## src/rtl/if_fetch_unit.sv

```systemverilog
// RV32I instruction-fetch stage: owns the PC, issues imem word requests and
// queues returned instructions in order for decode, squashing wrong-path words.
module if_fetch_unit #(
    parameter logic [31:0] RESET_PC = 32'h0000_0000,
    parameter int          DEPTH    = 4
) (
    input  logic        clk,
    input  logic        rst,
    output logic        imem_req_valid,
    input  logic        imem_req_ready,
    output logic [31:0] imem_req_addr,
    input  logic        imem_rsp_valid,
    input  logic [31:0] imem_rsp_data,
    input  logic        ex_branch_taken,
    input  logic [31:0] ex_branch_trgt_pc,
    input  logic        ex_jump,
    input  logic [31:0] ex_jump_trgt_pc,
    output logic        if_valid,
    output logic [31:0] if_instr,
    output logic [31:0] if_pc,
    input  logic        id_ready,
    output logic        instr_addr_misaligned,
    output logic        halted
);

    localparam int AW = $clog2(DEPTH);
    localparam int CW = AW + 1;
    localparam logic [CW:0] LIMIT = (CW + 1)'(DEPTH);

    typedef enum logic [1:0] {
        ST_INIT,
        ST_RUN,
        ST_HALT
    } state_t;

    state_t r_state;
    state_t w_state_nxt;

    logic [31:0]   r_pc;
    logic [CW-1:0] r_out;
    logic [CW-1:0] r_cnt;
    logic [CW-1:0] r_drop;
    logic [AW-1:0] r_qrd;
    logic [AW-1:0] r_qwr;
    logic [AW-1:0] r_trd;
    logic [AW-1:0] r_twr;
    logic [31:0]   r_tag  [DEPTH];
    logic [31:0]   r_qpc  [DEPTH];
    logic [31:0]   r_qdat [DEPTH];

    logic          w_active;
    logic          w_redirect;
    logic          w_misalign;
    logic [31:0]   w_target;
    logic [CW:0]   w_inuse;
    logic          w_req_fire;
    logic          w_rsp_fire;
    logic          w_push;
    logic          w_pop;

    assign w_active   = (r_state != ST_HALT);
    assign w_target   = ex_jump ? ex_jump_trgt_pc : ex_branch_trgt_pc;
    assign w_redirect = w_active & (ex_jump | ex_branch_taken);
    assign w_misalign = w_redirect & (w_target[1:0] != 2'b00);
    assign w_inuse    = {1'b0, r_out} + {1'b0, r_cnt};

    // Credit rule: every word in flight already owns a queue slot.
    assign imem_req_valid = ~rst & (r_state == ST_RUN) & ~w_redirect
                          & (w_inuse < LIMIT);
    assign imem_req_addr  = r_pc;
    assign w_req_fire     = imem_req_valid & imem_req_ready;
    assign w_rsp_fire     = imem_rsp_valid;

    assign if_valid  = ~rst & w_active & (r_cnt != '0);
    assign if_pc     = r_qpc[r_qrd];
    assign if_instr  = r_qdat[r_qrd];
    assign w_pop     = if_valid & id_ready & ~w_redirect;
    assign w_push    = ~rst & w_rsp_fire & w_active & ~w_redirect
                     & (r_drop == '0);

    assign instr_addr_misaligned = ~rst & w_misalign;
    assign halted                = ~rst & (r_state == ST_HALT);

    always_ff @(posedge clk) begin
        if (rst) begin
            r_state <= ST_INIT;
        end else begin
            r_state <= w_state_nxt;
        end
    end

    always_comb begin
        w_state_nxt = r_state;
        unique case (r_state)
            ST_INIT: w_state_nxt = w_misalign ? ST_HALT : ST_RUN;
            ST_RUN:  w_state_nxt = w_misalign ? ST_HALT : ST_RUN;
            ST_HALT: w_state_nxt = ST_HALT;
            default: w_state_nxt = ST_INIT;
        endcase
    end

    always_ff @(posedge clk) begin
        if (rst) begin
            r_pc   <= RESET_PC;
            r_out  <= '0;
            r_cnt  <= '0;
            r_drop <= '0;
            r_qrd  <= '0;
            r_qwr  <= '0;
            r_trd  <= '0;
            r_twr  <= '0;
        end else begin
            r_out <= r_out + CW'(w_req_fire) - CW'(w_rsp_fire);
            if (w_req_fire) r_twr <= r_twr + AW'(1);
            if (w_rsp_fire) r_trd <= r_trd + AW'(1);
            if (w_redirect) begin
                // Everything still in flight after this cycle is wrong-path.
                r_drop <= r_out - CW'(w_rsp_fire);
                r_cnt  <= '0;
                r_qrd  <= '0;
                r_qwr  <= '0;
                if (!w_misalign) r_pc <= w_target;
            end else begin
                if (w_req_fire) r_pc <= r_pc + 32'd4;
                if (w_rsp_fire && r_drop != '0) r_drop <= r_drop - CW'(1);
                if (w_push) r_qwr <= r_qwr + AW'(1);
                if (w_pop)  r_qrd <= r_qrd + AW'(1);
                r_cnt <= r_cnt + CW'(w_push) - CW'(w_pop);
            end
        end
    end

    always_ff @(posedge clk) begin
        if (w_req_fire) r_tag[r_twr] <= r_pc;
        if (w_push) begin
            r_qpc[r_qwr]  <= r_tag[r_trd];
            r_qdat[r_qwr] <= imem_rsp_data;
        end
    end

    a_no_rsp_underflow: assert property (
        @(posedge clk) disable iff (rst) imem_rsp_valid |-> (r_out != '0)
    );

endmodule

```

## config.mk

```make
export PLATFORM = sky130hd
export DESIGN_NAME = if_fetch_unit
export DESIGN_NICKNAME = d
export VERILOG_FILES = /design/src/rtl/if_fetch_unit.sv
export SDC_FILE = /design/constraint.sdc
export NUM_CORES = 1
export LEC_CHECK = 0
export CAP_MARGIN = 20
export CORE_MARGIN = 5
export CORE_UTILIZATION = 30
export CTS_BUF_LIST = sky130_fd_sc_hd__clkbuf_2 sky130_fd_sc_hd__clkbuf_4 sky130_fd_sc_hd__clkbuf_8
export CTS_CLUSTER_DIAMETER = 40
export DETAILED_ROUTE_END_ITERATION = 12
export HOLD_SLACK_MARGIN = 0.08
export SYNTH_ARGS = -nofsm -noshare
export SYNTH_HDL_FRONTEND = slang
export SYNTH_SLANG_ARGS = --single-unit
```

## constraint.sdc

```tcl
create_clock -name clk -period 3.5 [get_ports clk]
set_input_delay 0.7 -clock clk [delete_from_list [all_inputs] [get_ports clk]]
set_output_delay 0.7 -clock clk [all_outputs]
set_load 0.03 [all_outputs]
```

==> flow_summary.toml <==
[routing]
via_per_inst = 4.72
wire_per_inst_um = 20.2
drc = 0
firstDrtPassIters = 5
top_layer = "met4"
drt-met1-wl_um = 17300
drt_iter0_markers = 571
ant_nets = 0
vias = 9641
wirelength_um = 41200
wl_met2_um = 20000
wl_met3_um = 2990

[logic_synthesis]
syn_inst = 946
synth_cell_types = 58
synthFlopType = "edfxtp_1"
yosysMostFrequentCell = "edfxtp_1"
ys_top_cells_by_area = "edfxtp_1, mux4_2, dfxtp_1, mux2i_1, ha_1"
netlist.area_leader.share_pct = 66.3
ys_warn_count = 0
seq_area_frac_synth_pct = 72.7
syn-num-nets = 1070
synth_area_mm2 = 0.0174
synth_edf_count = 384
syn_avg_cell_area_um2 = 18.4
async_flop_share_pct = 0
ys_ff_latch = 439
synth_top_area_cell = "edfxtp_1"
synth_common_cells = "edfxtp_1, mux4_2, dfxtp_1, nor2_1, a21oi_1"

[layout]
final_nets = 1343
synthToLayoutAreaGrowth_pct = 27.3
drive_above_1_share_pct = 22.1
diodes = 0
final_area_mm2 = 0.0221
ff_latch_area_mm2 = 0.0126
multi_input_area_mm2 = 0.00447
fillers = 5332

[placed_design]
dp_hpwl_um = 25800
port_buffers = 202
dpl_cell_area_mm2 = 0.0206
place.gp.congestion = 0.799

[power]
p_seq_share_pct = 51.6
power.share.switching_pct = 23.8
power_frac_clock_pct = 39.4
power.density_mw_per_mm2 = 518
ir_drop_mv = 0.241
power_frac_comb_pct = 9.0
power_leakage_nw = 7.10
power.internal_mw = 8.73
switchingPower_mw = 2.72

[global_route]
grt_pass1_wl_um = 63400
grt_overflow = 0
grt_pass1_vias = 10400
antenna_found_initial = 0
grt_max_degree = 65
track_usage_pct = 13.1

[timing]
post-route-period-util_pct = 94.6
slew_violations = 0
hold_viol = 0
setup-violations-final = 0
fin_tns_setup_ns = 0
period_minus_slack_ns = 3.31
tightest_slew_ns = 0.742
rsz0062_at_grt = "no"
fmax_ghz = 0.302
skew_ns = 0.0324
hold_ws_ns = 0.511
relSlewSlack_pct = 50.1

[cts]
numCtsBuffers = 77
cts.path.max_buffers = 3
cts_tree = "done"
clock_tree.root_cell = "clkbuf_8"
clock-sinks = 439
htreeDepth = 3
clk_pin_slew_worst_paths_ns = 0.06
worstSkewPairLatency_ns = 0.64

[setup_path]
required_ns = 2.80
reg2reg_from = "r_out[2]"
endpoint = "if_pc[14]"
start_kind = "flip-flop"
critical_path.max_fanout = 32
max_stage_delay_ns = 0.63
ff2ff_path_depth = 10
crit_cells = 3
cpLargestDelayFamily = "buffers and inverters"
path_buf_inv = 2
cp_cell_sequence = "buf_16, mux4_2, clkdlybuf4s50_1"
crit_type = "flip-flop to output port"
slowest_stage = "clkdlybuf4s50_1"
crit_arrival_ns = 2.61
r2r_end = "r_out[2]"
critPathCaptureType = "output port"
r2r_slack_ns = 0.96

[floorplanning]
core_mm2 = 0.0576
rows = 88
initial_core_util_pct = 30.2
die_area_mm2 = 0.0628
die-width_um = 251
die_h_um = 251
ios = 203

[flow_run]
cap_violations = 0

[status]
run_status = "complete, no violations"

[worst_hold_path]
hold_start = "r_twr[1]"
hold_class = "flip-flop to flip-flop"
cell type report:
cell class                 count  area share [%]
clock inverter                39            1.14
timing repair buffer         241            11.2
inverter                      24           0.407
sequential                   439            57.2
clock buffer                  99            5.57
tap                          765            4.33
multi-input combinational    436            20.2
what timing repair did:
item / CTS / global route
gates cloned: 1 / 0
endpoints found under the setup margin: 56 / 1
setup buffers: 0 / 0
resized for setup: 2 / 1
hold buffers: 0 / 0
pin swaps: 0 / 0
stage by stage:
step | total power [mW] | cells | utilization (%) | setup WS, ns
after floorplan | 6.57 | 946 | - | 0.439
after global placement | 7.03 | 1904 | 35.8 | 0.315
after detailed placement | 7.06 | 1904 | 35.8 | 0.280
after CTS | 11.6 | 2043 | 38.4 | 0.00863
after global routing | 12.0 | 2043 | 38.4 | 0.0490
final | 11.5 | 2043 | 38.4 | 0.189
worst min-delay path, delay by kind of cell, from the launching register on:
kind	cells	cell delay, ns
compound gates	1	0.06
simple gates	1	0.07
flops	1	0.34
cell usage in the layout, fill, tap and decap left out, types with 8 or more instances in the layout:
| master | instances |
|---|---|
| nor2_1 | 53 |
| nand3_1 | 14 |
| nand4_1 | 10 |
| inv_1 | 23 |
| clkinv_1 | 22 |
| clkbuf_8 | 78 |
| buf_12 | 11 |
| a21oi_1 | 31 |
| clkbuf_4 | 21 |
| nor3_1 | 12 |
| nand2_1 | 26 |
| ha_1 | 19 |
| dfxtp_1 | 52 |
| xnor2_1 | 9 |
| mux2i_1 | 24 |
| buf_4 | 30 |
| o21ai_0 | 29 |
| a31oi_1 | 9 |
| a211oi_1 | 8 |
| mux4_2 | 96 |
| clkdlybuf4s50_1 | 196 |
| edfxtp_1 | 384 |
logic make-up after synthesis:
kind of cell	after synthesis	synth area share (%)
DFF	439	72.7
AOI/OAI and AO/OA	111	4.05
buffers and inverters	71	1.71
muxes	127	14.3
and+or+nand+nor	165	5.08
adders and majority gates	21	1.60
xor gates and xnor gates	12	0.605
power by group through the flow:
stage	Clock (mW)	Sequential (mW)	Combinational (mW)
floorplan	0	6.03	0.541
global placement	0	6.01	1.02
detailed placement	0	6.02	1.04
CTS	4.69	5.91	1.05
global route	4.94	5.92	1.12
finish	4.52	5.91	1.03
per-layer routing:
| metal | track usage [%] | vias up |
|---|---|---|
| met3 | 3.81 | 56 |
| met4 | 4.66 | 0 |
| met2 | 21.3 | 328 |
| met1 | 16.8 | 4863 |
| met5 | 0 | - |
| li1 | - | 4394 |
worst min-delay path by stage:
stage | to | slack, ns | depth (start not counted)
finish | r_twr[1] | 0.51 | 2
global route | r_tag[3][0] | 0.55 | 0
CTS | r_twr[1] | 0.51 | 2
detailed placement | r_twr[1] | 0.50 | 2
global placement | r_twr[1] | 0.48 | 2
floorplan | r_twr[1] | 0.47 | 2
registers in the layout (all words and copies together), names as in the netlist, named ones only:
| signal | count |
|---|---|
| r_cnt | 3 |
| imem_req_addr | 32 |
| r_out | 3 |
| r_state | 2 |
| r_drop | 3 |
| r_trd | 2 |
| r_qpc | 128 |
| r_qrd | 2 |
| r_tag | 128 |
| r_qdat | 128 |
| r_qwr | 2 |
| r_twr | 2 |
(Power assumes the default switching activity.)
